<file path="config.mk">
export PLATFORM = sky130hd
export DESIGN_NAME = pipelined_norm_shifter
export DESIGN_NICKNAME = d
export VERILOG_FILES = /design/src/rtl/pipelined_norm_shifter.sv
export SDC_FILE = /design/constraint.sdc
export NUM_CORES = 1
export LEC_CHECK = 0
export ABC_AREA = 1
export BUFFER_PORTS_ARGS = -buffer_cell sky130_fd_sc_hd__clkbuf_2
export CAP_MARGIN = 0
export CORE_MARGIN = 3
export CORE_UTILIZATION = 45
export DETAILED_ROUTE_END_ITERATION = 12
export GPL_TIMING_DRIVEN = 0
export PLACE_DENSITY = 0.75
export SLEW_MARGIN = 20
export SYNTH_ARGS = -nofsm -noshare
export SYNTH_HDL_FRONTEND = slang
export SYNTH_SLANG_ARGS = --single-unit
</file>
<file path="constraint.sdc">
create_clock -name clk -period 1.2 [get_ports clk]
set_input_delay 0.24 -clock clk [delete_from_list [all_inputs] [get_ports clk]]
set_output_delay 0.24 -clock clk [all_outputs]
set_load 0.005 [all_outputs]
</file>
<file path="src/rtl/pipelined_norm_shifter.sv">
// Two-stage barrel shifter: SHL / SHR / ROTL / leading-one normalise with LZC, shift and MSB position.
// Latency: result on out_valid 2 cycles after acceptance; 1 operand/cycle while out_ready is high.
// Backpressure: outputs hold while out_valid && !out_ready; fills to 2 entries then drops in_ready.
// Optional: define STICKY_EN to generate the SHR sticky bit (otherwise sticky is tied to 0).
module pipelined_norm_shifter #(
  parameter int WIDTH = 8,
  localparam int SHW = $clog2(WIDTH)
) (
  input  logic             clk,
  input  logic             rst_n,
  input  logic             in_valid,
  output logic             in_ready,
  input  logic [WIDTH-1:0] data_in,
  input  logic [SHW-1:0]   shift,
  input  logic [1:0]       mode,
  output logic             out_valid,
  input  logic             out_ready,
  output logic [WIDTH-1:0] data_out,
  output logic [SHW-1:0]   shamt_out,
  output logic [SHW-1:0]   msb_pos,
  output logic             zero,
  output logic             sticky
);

  typedef enum logic [1:0] {
    MODE_SHL  = 2'b00,
    MODE_SHR  = 2'b01,
    MODE_ROTL = 2'b10,
    MODE_NORM = 2'b11
  } mode_t;

  localparam logic [SHW-1:0] MAX_POS = SHW'(WIDTH - 1);

  // Leading-zero count; an all-zero operand returns 0 and is flagged separately,
  // so the count never needs the extra bit that WIDTH itself would require.
  function automatic logic [SHW-1:0] lzc(input logic [WIDTH-1:0] d);
    logic [SHW-1:0] n;
    n = '0;
    for (int i = 0; i < WIDTH; i++) begin
      if (d[i]) n = SHW'(WIDTH - 1 - i);
    end
    return n;
  endfunction

  // Stage-1 holding registers
  logic             s1_valid;
  logic [WIDTH-1:0] s1_data;
  logic [SHW-1:0]   s1_shift;
  mode_t            s1_mode;
  logic [SHW-1:0]   s1_lz;
  logic             s1_zero;

  // Handshake
  logic s1_load;
  logic s2_load;

  // Stage-2 next-state values
  logic [2*WIDTH-1:0] rot_wide;
  logic [WIDTH-1:0]   nxt_data;
  logic [SHW-1:0]     nxt_shamt;
  logic [SHW-1:0]     nxt_msb;
  logic               nxt_zero;

  // S2 takes a new entry whenever its current result is gone or leaving this cycle;
  // in_ready depends on out_ready only, never on in_valid.
  assign s2_load  = s1_valid && (!out_valid || out_ready);
  assign in_ready = !s1_valid || s2_load;
  assign s1_load  = in_valid && in_ready;

  // Stage 1: capture operand, control and its leading-zero count
  always_ff @(posedge clk or negedge rst_n) begin
    if (!rst_n) begin
      s1_valid <= 1'b0;
      s1_data  <= '0;
      s1_shift <= '0;
      s1_mode  <= MODE_SHL;
      s1_lz    <= '0;
      s1_zero  <= 1'b0;
    end else begin
      if (s1_load) begin
        s1_valid <= 1'b1;
        s1_data  <= data_in;
        s1_shift <= shift;
        s1_mode  <= mode_t'(mode);
        s1_lz    <= lzc(data_in);
        s1_zero  <= ~|data_in;
      end else if (s2_load) begin
        s1_valid <= 1'b0;
      end
    end
  end

  // Rotate as the upper half of the doubled word shifted left
  assign rot_wide = {s1_data, s1_data} << s1_shift;

  // Stage 2 datapath: select the shifted result for the registered mode
  always_comb begin
    nxt_data  = s1_data;
    nxt_shamt = s1_shift;
    nxt_msb   = '0;
    nxt_zero  = 1'b0;
    case (s1_mode)
      MODE_SHL:  nxt_data = s1_data << s1_shift;
      MODE_SHR:  nxt_data = s1_data >> s1_shift;
      MODE_ROTL: nxt_data = rot_wide[2*WIDTH-1:WIDTH];
      MODE_NORM: begin
        if (s1_zero) begin
          nxt_data  = '0;
          nxt_shamt = '0;
          nxt_zero  = 1'b1;
        end else begin
          nxt_data  = s1_data << s1_lz;
          nxt_shamt = s1_lz;
          nxt_msb   = MAX_POS - s1_lz;
        end
      end
      default: nxt_data = s1_data;
    endcase
  end

  // Stage 2 output registers; hold while downstream stalls
  always_ff @(posedge clk or negedge rst_n) begin
    if (!rst_n) begin
      out_valid <= 1'b0;
      data_out  <= '0;
      shamt_out <= '0;
      msb_pos   <= '0;
      zero      <= 1'b0;
    end else begin
      if (s2_load) begin
        out_valid <= 1'b1;
        data_out  <= nxt_data;
        shamt_out <= nxt_shamt;
        msb_pos   <= nxt_msb;
        zero      <= nxt_zero;
      end else if (out_ready) begin
        out_valid <= 1'b0;
      end
    end
  end

`ifdef STICKY_EN
  logic [WIDTH-1:0] sticky_mask;
  logic             nxt_sticky;
  logic             sticky_q;

  // Sticky: any '1' among the low bits that a logical right shift discards
  always_comb begin
    sticky_mask = ~({WIDTH{1'b1}} << s1_shift);
    nxt_sticky  = 1'b0;
    if (s1_mode == MODE_SHR) nxt_sticky = |(s1_data & sticky_mask);
  end

  // Sticky travels with the rest of the stage-2 result
  always_ff @(posedge clk or negedge rst_n) begin
    if (!rst_n) begin
      sticky_q <= 1'b0;
    end else if (s2_load) begin
      sticky_q <= nxt_sticky;
    end
  end

  assign sticky = sticky_q;
`else
  assign sticky = 1'b0;
`endif

endmodule

</file>
### Word-level counts from Yosys, hierarchy flattened

Cells that the tools add are included.
W data, S select, Z words.

| storage, ports and cells | value |
|---|---|
| RAM bits | 0 |
| bits in registers | 34 |
| memory bits (read-only) | 0 |
| memories kept | 0 |
| logic and storage cells | 50 |
| bits in latches | 0 |
| input port bits | 17 |
| output and inout bits | 18 |

| operators by class | value |
|---|---|
| $add $sub $neg | 1 |
| $lt $le $gt $ge | 0 |
| divide/modulo/power cells | 0 |
| eq/ne operators | 3 |
| mux-type cells | 20 |
| reduce and logical (&&, ||, !) cells | 11 |
| bitwise logic cells | 0 |
| shifts and indexed selects | 4 |
| multiply operators | 0 |

Operators by type and width:

| kind | count |
|---|---|
| $mux W3 | 12 |
| $pmux W8 S4 | 1 |
| $shl A16 B3 Y16 | 1 |
| $shl A8 B3 Y8 | 2 |
| $mux W8 | 1 |
| $reduce_or A8 Y1 | 1 |
| $shr A8 B3 Y8 | 1 |
| $mux W1 | 6 |
| $eq A2 B2 Y1 const B | 2 |
| $reduce_bool A2 Y1 | 2 |
| $logic_not A1 Y1 | 3 |
| $sub A3 B3 Y3 const A | 1 |
| $eq A2 B1 Y1 const B | 1 |
| $logic_and A1 B1 Y1 | 2 |
| $logic_not A2 Y1 | 1 |
| $logic_or A1 B1 Y1 | 2 |

### Longest topological paths before layout

Gate-level depths: netlist of run 1.

| depth | value |
|---|---|
| word-level depth | 8 |
| depth in mapped cells | 10 |

### Worst setup path before layout of run 1

No wires, ideal clock.

| timing | value |
|---|---|
| path kind | reg-to-reg |
| start point | register s1_shift[1] |
| end point | register data_out[2] |
| data arrival time | 1.140 ns |
| period minus slack after synthesis | 1.253 ns |
| slack | -0.053 ns |
| cell stages (with the launch flop) | 11 |
| buffers on the path | 2 |
| path through | dfrtp_1 > buf_2 > inv_2 > buf_2 > nand3_1 > nand2_1 > nand2_1 > nand3_1 > nand3_1 > nand2_1 > inv_1 |

| between the ends | value |
|---|---|
| word-level cells in the longest chain between the ends | 2 |

RTL lines:

| what | RTL line | RTL |
|---|---|---|
| start: declaration | 48 | `logic [SHW-1:0] s1_shift;` |
| start signal: assignment | 83 | `s1_shift <= shift;` |
| $shl A16 B3 Y16, or another cell as far along | 94 | `assign rot_wide = {s1_data, s1_data} << s1_shift;` |
| $pmux W8 S4 (*) | 102 | `case (s1_mode)` |
| end signal: assignment | 132 | `data_out <= nxt_data;` |
| end: declaration | 18 | `output logic [WIDTH-1:0] data_out,` |

Every way passes the cells marked *; elsewhere a longest branch is shown, timed or not.
A chain may end at the register's enable or synchronous reset.

### Worst setup path after layout of run 1

| timing | value |
|---|---|
| start point | register s1_shift[0] |
| end point | register data_out[6] |

Same word-level chain as after synthesis.

==> results of run 1 <==
-- state kept, by name, summed over array words and instances, names as in the netlist --
signal and flops:
s1_shift 3, zero 1, data_out 8, s1_data 8, s1_valid 1, s1_lz 3
shamt_out 3, s1_mode 2, msb_pos 3, out_valid 1, s1_zero 1
-- logic make-up after synthesis --
| family | Yosys count |
|---|---|
| AND/OR/NAND/NOR | 232 |
| buffers and inverters | 42 |
| other | 1 |
| flip-flops | 34 |
| AO/OA/AOI/OAI | 35 |
-- worst max-delay path: stages (launching register included) --
cell,delay (ns)
dfrtp_1,0.39
buf_6,0.17
inv_8,0.07
nand2_4,0.08
nand2_1,0.05
nand2_1,0.08
nand2_2,0.06
nand2_1,0.07
nand3_2,0.08
o21ai_2,0.15
nand2_1,0.06
-- synth_stat cells --
cell type / count
nand2_1: 109
nand3_1: 77
dfrtp_1: 34
nor2_1: 29
inv_1: 19
buf_2: 12
o21ai_0: 11
a21oi_1: 9
inv_2: 8
o21ai_1: 5
nor3_1: 3
o22ai_1: 3
or2_2: 3
nand2_2: 2
nor2_2: 2
nor2_4: 2
o211ai_1: 2
o31ai_1: 2
a31oi_1: 1
and3_1: 1
buf_4: 1
clkbuf_1: 1
conb_1: 1
inv_4: 1
nand2_4: 1
nand3b_1: 1
nand4_1: 1
nor2_8: 1
o21bai_1: 1
o41ai_1: 1
-- stage by stage --
stage               TNS [ns]  instances
finish                 -1.38        470
global route           -2.99        470
CTS                   -0.740        464
detailed placement     -3.25        444
global placement       -3.01        444
floorplan           -0.00383        344
-- routing by layer --
layer / up-vias / track usage
met5: - / 0
met4: 0 / 0.112
met3: 25 / 0.0458
met2: 104 / 0.414
met1: 1232 / 0.340
li1: 1246 / -
-- area by class of cell --
class | count | share of cell area
repair buffers | 51 | 0.109
inverters | 28 | 0.0419
well taps | 67 | 0.0265
flip-flops and latches | 34 | 0.269
plain buffers | 14 | 0.0478
multi-input cells | 268 | 0.476
clock inverters | 2 | 0.00395
clock buffers | 6 | 0.0261
-- path summary, 6_finish.rpt --
path                            cells after the start                 endpoint  slack (ns)
worst max register to register                     10  data_out[6]$_DFFE_PN0P_       -0.18
worst min register to register                      2  data_out[4]$_DFFE_PN0P_        0.48
worst max-delay path                               10  data_out[6]$_DFFE_PN0P_       -0.18
min in group clk                                    3  s1_shift[1]$_DFFE_PN0P_        0.15
max in group asynchronous                           1   s1_mode[0]$_DFFE_PN0P_        0.56
worst min-delay path                                1   s1_data[7]$_DFFE_PN0P_        0.04
-- timing repair --
action,CTS,global route
setup endpoints to repair,28,25
pin swaps,13,5
endpoints found under the hold margin,0,0
setup buffers,10,6
resized for setup,68,58
gates cloned,2,2
-- report_power, final --
group | internal (uW) | switching, uW
Sequential | 1400 | 229
Combinational | 892 | 1230
Clock | 462 | 466
Total | 2750 | 1930
-- cell usage in the layout (no fill, tap or decap), types with 3 or more instances in the layout --
master	count
clkbuf_2	32
a21oi_1	9
clkbuf_8	6
nand2_2	22
nand2_1	82
nand3_1	66
nor2_4	6
o21ai_0	3
dfrtp_1	32
inv_2	6
nor2_2	7
or2_2	3
o21ai_1	8
inv_1	16
buf_2	3
buf_4	11
nand3_2	10
o21ai_2	5
nand2_8	3
nand2_4	5
nor2_1	20
inv_4	3
buf_6	15
buf_8	3
==> impl_metrics.ini, run 1 <==
[routing]
post-route-drc-count = 0
firstDrtPassIters = 4
wire_per_inst_um = 15.9
m1WireLength_um = 3270
ant_nets = 0
routed.top_layer = met4
drt_iter0_drc = 143
wl_met3_um = 474
viasPerCell = 5.55
route.vias.total = 2607
routed_wl_um = 7500
wl_met2_um = 3480

[critical_path]
crit_path_start = s1_shift[0]$_DFFE_PN0P_
crit_path_max_fanout = 9
critPathLaunchType = register
timing.rr.start = s1_shift[0]$_DFFE_PN0P_
critPathKind = register to register
worstSetupEndpointType = register
crit_arrival_ns = 1.57
required_ns = 1.39

[placed_design]
pre_cts_slack_ns = -0.283
portBuffers = 33
gp_congestion = 0.915
place_hpwl_um = 4970
place_area_um2 = 2530

[final_layout]
finish.instance_area_um2 = 3170
syn_to_final_growth_pct = 39.8
fin_util = 0.662
nFillCells = 446
multi_input_comb_area_um2 = 1510
seq_area_um2 = 853
nNetsFinal = 419
antenna_cells = 0
drive_gt1_frac = 0.380

[worst_hold_path]
hold_class = input pin to async pin

[synthesis]
synth_area_um2 = 2270
synthTopCellsByArea = dfrtp_1, nand2_1, nand3_1
yosys.area_share.adder = 0
synth_top_family_by_area = simple AND/OR/NAND/NOR gates
ys_warn_count = 0
synthSimpleGateAreaFrac = 0.457
synth_xor_area_frac = 0
synth_nets = 361
synth.distinct_cells = 30
synth-seq-area-share = 0.375
synth_largest_area_cell = dfrtp_1
synthesis.instances = 344
synth.avg_cell_area_um2 = 6.59
synth_compound_area_frac = 0.0867
synthMuxAreaShare = 0
ys_ff_latch = 34
netlist.area_leader.share = 0.375

[timing]
worst_slew_pin_slew_ns = 0.859
max_freq_mhz = 724
relSlewSlack = 0.427
rsz0062_at_grt = yes
finalClockSkew_ns = 0.00334
finalCriticalPeriod_ns = 1.38
timing.hold.ws_ns = 0.0448
slew_viol_final = 0
hold_viol = 0
finalWorstSetupSlack_ns = -0.181
setup_viol = 19
post-route-period-util = 1.15

[clocking]
holdBufCountCts = 0
cts_root_buf = clkbuf_8
cts_sinks = 34
clk_latency_ns = 0.29
cts_buffers = 5
cts_tree = done
cts_max_level = 2
cts_max_path_buffers = 2
path_clk_slew_ns = 0.08

[pwr]
leakagePower_uw = 0.00158
power.density_nw_per_um2 = 1480
p_total_uw = 4680
ir_worst_vdd_mv = 0.700

[global_route]
grtUsageTotal = 0.258
grt_pass1_wl_um = 12100
grt_max_degree = 35
antenna_found_initial = 0
grt_pass1_vias = 2531
grt_overflow = 0

[outcome]
status = finished, violations left
violations = negative setup slack

[floorplan]
start_util = 0.473
pin_count = 35
core-area_um2 = 4790
die_h_um = 77.0
rows = 25
die_x_um = 77.0
die_area_um2 = 5920

[job]
drv_cap = 0
(Power assumes the default switching activity.)
==> run 2: changes to the inputs <==
==> constraint.sdc (replaced) <==
create_clock -name clk -period 1.2 [get_ports clk]
set_input_delay 0.24 -clock clk [delete_from_list [all_inputs] [get_ports clk]]
set_output_delay 0.24 -clock clk [all_outputs]
set_load 0.05 [all_outputs]
==> run 2 against run 1 <==
The run still ends with negative setup slack left. Clock power rose by 13%. Fmax decreased by 1.2%. Power increased by 16%. Largest cell class unchanged. Via count down 0.69%. Cell area is the same. Count of clock-buffer cells in the layout rose by 1. Critical path depth decreased by 3. Clock skew fell by 0.00092 ns. Highest routed layer unchanged. Sequential cell count is the same. First-iteration DRC count increased by 56%.
==> impl_metrics.ini, run 2 (same netlist as run 1, synthesis figures left out) <==
[floorplan]
core-area_um2 = 4790
die_h_um = 77.0
pin_count = 35
start_util = 0.473
die_area_um2 = 5920
die_x_um = 77.0
rows = 25

[critical_path]
path_common_cell = nand3_1
r2r_cells = 7
cp_slowest_cell = dfrtp_1
worst_path_largest_cell_delay_ns = 0.51
path_cells = inv_2, nand2_2, nor2_8, nand3_1, nand3_1, nor3_2, nor2_1
critPathLaunchType = register
critPathKind = register to register
worstSetupEndpointType = register
required_ns = 1.38
crit_path_max_fanout = 8
crit_arrival_ns = 1.58
reg2reg_to = data_out[1]$_DFFE_PN0P_
timing.rr.start = s1_zero$_DFFE_PN0P_
regToRegSetupSlack_ns = -0.20

[placed_design]
portBuffers = 33
place_area_um2 = 2570
gp_congestion = 0.992
place_hpwl_um = 5070

[final_layout]
seq_area_um2 = 856
drive_gt1_frac = 0.374
syn_to_final_growth_pct = 39.8
fin_util = 0.662
nFillCells = 421
finish.instance_area_um2 = 3170
mostFrequentLayoutCell = nand2_1
antenna_cells = 0
final_cell_mix = nand2_1, nand3_1, dfrtp_1
multi_input_comb_area_um2 = 1490
nNetsFinal = 422
top_regs = data_out: 8 flops, s1_data: 8 flops

[routing]
viasPerCell = 5.47
ant_nets = 0
wire_per_inst_um = 15.5
route.vias.total = 2589
post-route-drc-count = 0
drt_iter0_drc = 223
firstDrtPassIters = 5
routed_wl_um = 7340

[clocking]
cts_max_level = 2
cts_tree = done
clk_latency_ns = 0.29
holdBufCountCts = 0
cts_sinks = 34
cts_buffers = 5
path_clk_slew_ns = 0.07
cts_root_buf = clkbuf_8
cts_max_path_buffers = 2

[timing]
setup_viol = 10
slew_viol_final = 0
finalWorstSetupSlack_ns = -0.198
max_freq_mhz = 715
finalClockSkew_ns = 0.00242
worst_slew_pin_slew_ns = 0.868
rsz0062_at_grt = yes
relSlewSlack = 0.422
finalCriticalPeriod_ns = 1.40
post-route-period-util = 1.17
hold_viol = 0

[pwr]
sequentialPowerShare = 0.302
ir_worst_vdd_mv = 0.784
clock_power_share = 0.192
power_switching_uw = 2520
leakagePower_uw = 0.00158
power.density_nw_per_um2 = 1720
swShare = 0.463
p_int_uw = 2930
p_comb_frac = 0.506

[global_route]
grt_overflow = 0
grtUsageTotal = 0.262
antenna_found_initial = 0
grt_pass1_wl_um = 12200
grt_pass1_vias = 2491
grt_max_degree = 35

[outcome]
violations = negative setup slack
status = finished, violations left

[job]
drv_cap = 0

[worst_hold_path]
hold_class = input pin to async pin
## run 2: cell count changes in the layout (fill, tap and decap cells not counted), moves of 3 or more
cell      previous run  this run
a21oi_1              9         6
a21oi_2              0         3
buf_4               11        19
clkbuf_2            32        28
clkbuf_4             0         3
inv_4                3         6
nand2_1             82        87
nand2_2             22        17
o21ai_0              3        10
o21ai_2              5         0
## run 2: repair_timing
item | in CTS | in global routing
pin swaps | 21 | 3
hold endpoints to repair | 0 | 0
gates cloned | 1 | 2
gates resized for setup | 60 | 42
setup endpoints to repair | 11 | 20
setup buffers | 15 | 3
## run 2: power groups by stage
stage / clock [uW] / sequential [uW] / combinational, uW
final: 1050 / 1650 / 2750
after global routing: 1120 / 1680 / 2980
after CTS: 1070 / 1620 / 2570
after detailed placement: 0 / 1620 / 2280
after global placement: 0 / 1600 / 2270
after floorplan: 0 / 2200 / 1130
## run 2: final cells by class
type | count | share of cell area
multi-input combinational | 268 | 0.470
sequential | 34 | 0.270
timing repair buffer | 54 | 0.115
buffer | 14 | 0.0450
inverter | 28 | 0.0403
tap | 67 | 0.0265
clock buffer | 7 | 0.0241
clock inverter | 1 | 0.00948
## run 2: worst max-delay path: cells and delay by family, from the launching register on
| family | cells | cell delay, ns |
|---|---|---|
| DFF | 1 | 0.51 |
| and+or+nand+nor | 6 | 0.67 |
| buffers and inverters | 1 | 0.11 |
## run 2: how the worst max path moves through the flow
stage / from / to / slack, ns
2_1_floorplan: out_valid$_DFFE_PN0P_ / s1_data[6]$_DFFE_PN0P_ / -0.16
3_3_place_gp: s1_shift[1]$_DFFE_PN0P_ / data_out[1]$_DFFE_PN0P_ / -0.32
4_1_cts: s1_mode[1]$_DFFE_PN0P_ / data_out[3]$_DFFE_PN0P_ / -0.11
5_1_grt: s1_shift[0]$_DFFE_PN0P_ / data_out[6]$_DFFE_PN0P_ / -0.28
6_report: s1_zero$_DFFE_PN0P_ / data_out[1]$_DFFE_PN0P_ / -0.20
3_5_place_dp: s1_shift[1]$_DFFE_PN0P_ / data_out[1]$_DFFE_PN0P_ / -0.33
## run 2: per-stage QoR
| stage | setup slack [ns] | setup TNS [ns] | hold slack (ns) | std cells | total power, uW |
|---|---|---|---|---|---|
| CTS | -0.107 | -0.846 | 0.0830 | 468 | 5260 |
| detailed placement | -0.326 | -2.03 | 0.397 | 444 | 3900 |
| global route | -0.278 | -2.35 | 0.110 | 473 | 5780 |
| floorplan | -0.164 | -2.64 | -0.0556 | 344 | 3320 |
| finish | -0.198 | -1.33 | 0.0538 | 473 | 5450 |
| global placement | -0.316 | -1.97 | 0.384 | 444 | 3870 |
## run 2: metal layers
metal / GRT usage / part of all wire / vias to the layer above
li1: - / - / 1259
met1: 0.350 / 0.42 / 1178
met2: 0.409 / 0.46 / 124
met3: 0.0493 / 0.076 / 28
met4: 0.121 / 0.039 / 0
met5: 0 / 0 / -
==> run 3: changes to the inputs <==
--- a/config.mk
+++ b/config.mk
@@ -9,10 +9,10 @@
 export BUFFER_PORTS_ARGS = -buffer_cell sky130_fd_sc_hd__clkbuf_2
 export CAP_MARGIN = 0
 export CORE_MARGIN = 3
-export CORE_UTILIZATION = 45
+export CORE_UTILIZATION = 40
 export DETAILED_ROUTE_END_ITERATION = 12
 export GPL_TIMING_DRIVEN = 0
-export PLACE_DENSITY = 0.75
+export PLACE_DENSITY = 0.69
 export SLEW_MARGIN = 20
 export SYNTH_ARGS = -nofsm -noshare
 export SYNTH_HDL_FRONTEND = slang
==> run 3 against run 2 <==
The run still ends with negative setup slack left. Cell area rose by 0.79%. Hold slack got worse by 0.018 ns. Setup slack gained 0.0097 ns. Utilization shrank 6.0 points. Largest power group unchanged. Highest routed layer unchanged.
==> impl_metrics.ini, run 3 (same netlist as run 1, synthesis figures left out) <==
[final_layout]
finish.instance_area_um2 = 3190
antenna_cells = 0
top_regs = data_out: 8 flops, s1_data: 8 flops
instances_no_fill = 473
nNetsFinal = 419
mostFrequentLayoutCell = nand2_1
final_cell_mix = nand2_1, nand3_1, dfrtp_1
drive_gt1_frac = 0.385
syn_to_final_growth_pct = 40.9
nFillCells = 495
fin_util = 0.602

[clocking]
clk_latency_ns = 0.29
cts_tree = done
path_clk_slew_ns = 0.07
cts_buffers = 5
cts_max_level = 2
cts_max_path_buffers = 2
cts_sinks = 34
holdBufCountCts = 0
cts_root_buf = clkbuf_8

[placed_design]
gp_congestion = 1.00
portBuffers = 33
placedCellCount = 447
place_hpwl_um = 4800
place_area_um2 = 2570

[routing]
route.vias.total = 2709
viasPerCell = 5.73
routed_wl_um = 7390
ant_nets = 0
firstDrtPassIters = 5
post-route-drc-count = 0
drt_iter0_drc = 272
wire_per_inst_um = 15.6

[outcome]
status = finished, violations left
violations = negative setup slack

[global_route]
grt_pass1_wl_um = 11300
grt_overflow = 0
grtUsageTotal = 0.224
grt_pass1_vias = 2449
grt_max_degree = 35
antenna_found_initial = 0

[critical_path]
crit_arrival_ns = 1.58
critPathKind = register to register
timing.rr.start = s1_data[5]$_DFFE_PN0P_
critPathLaunchType = register
crit_path_max_fanout = 5
worstSetupEndpointType = register
required_ns = 1.39
crit_path_start = s1_data[5]$_DFFE_PN0P_

[timing]
rsz0062_at_grt = yes
finalWorstSetupSlack_ns = -0.189
post-route-period-util = 1.16
hold_viol = 0
relSlewSlack = 0.438
fin_tns_setup_ns = -1.08
finalClockSkew_ns = 0.00936
finalCriticalPeriod_ns = 1.39
worst_slew_pin_slew_ns = 0.843
max_freq_mhz = 720
slew_viol_final = 0
setup_viol = 9

[floorplan]
rows = 26
pin_count = 35
die_h_um = 81.3
die_area_um2 = 6600
core-area_um2 = 5300
start_util = 0.427
die_x_um = 81.3

[worst_hold_path]
hold_class = input pin to async pin

[pwr]
power.density_nw_per_um2 = 1650
ir_worst_vdd_mv = 0.876
leakagePower_uw = 0.00160

[job]
drv_cap = 0
[run 3: cell count changes in the layout (fill, tap and decap cells not counted), moves of 3 or more]
cell and change:
a21oi_1 +3, a21oi_2 -3, buf_2 +4, buf_4 -4, clkbuf_2 -3, nand3_1 -7, nand3_2 +7
[run 3: final timing paths]
path	slack (ns)	cells after the start	endpoint
worst max-delay path	-0.19	8	data_out[2]$_DFFE_PN0P_
worst min-delay path	0.04	1	data_out[6]$_DFFE_PN0P_
worst max register to register	-0.19	8	data_out[2]$_DFFE_PN0P_
worst min register to register	0.48	2	data_out[6]$_DFFE_PN0P_
max in group asynchronous	0.57	1	s1_mode[0]$_DFFE_PN0P_
min in group clk	0.16	3	s1_shift[0]$_DFFE_PN0P_
[run 3: critical path: stages, from the launching register on]
cell and delay (ns):
dfrtp_1 0.51, nand2_2 0.19, nand3_1 0.11, nand3_2 0.08, nand2_1 0.08, nor2_2 0.12
nand3_1 0.09, nand2_1 0.07, inv_1 0.04
[run 3: report_power, final]
part           internal (uW)  switching (uW)  leakage [uW]
clock                    410             422     0.0000385
combinational            910            1880       0.00115
sequential              1400             236      0.000416
[run 3: per-layer routing]
layer  GRT usage  share of wire  vias to the layer above
li1            -              -                     1253
met1       0.286           0.40                     1253
met2       0.357           0.47                      165
met3      0.0510          0.084                       38
met4       0.103          0.045                        0
met5           0              0                        -
[run 3: timing repair]
item | CTS | global route
hold endpoints to repair | 0 | 0
buffers inserted | 14 | 1
endpoints found under the setup margin | 10 | 37
resized for setup | 48 | 66
pin swaps | 16 | 10
cloned | 1 | 2
[run 3: final cells by class]
type,count,area [um^2],share of cell area
Clock buffer,7,76.3,0.0239
Clock inverter,1,7.51,0.00235
Multi-Input combinational cell,268,1520,0.475
Inverter,28,134,0.0419
Tap cell,70,87.6,0.0274
Buffer,14,151,0.0474
Sequential cell,34,855,0.268
Timing Repair Buffer,51,364,0.114
[run 3: metrics by stage]
step / hold WS, ns / power (uW) / worst slack [ns]
floorplan: -0.0556 / 3320 / -0.164
global placement: 0.390 / 3840 / -0.270
detailed placement: 0.392 / 3880 / -0.282
CTS: 0.0793 / 4980 / -0.105
global route: 0.102 / 5550 / -0.238
finish: 0.0363 / 5260 / -0.189
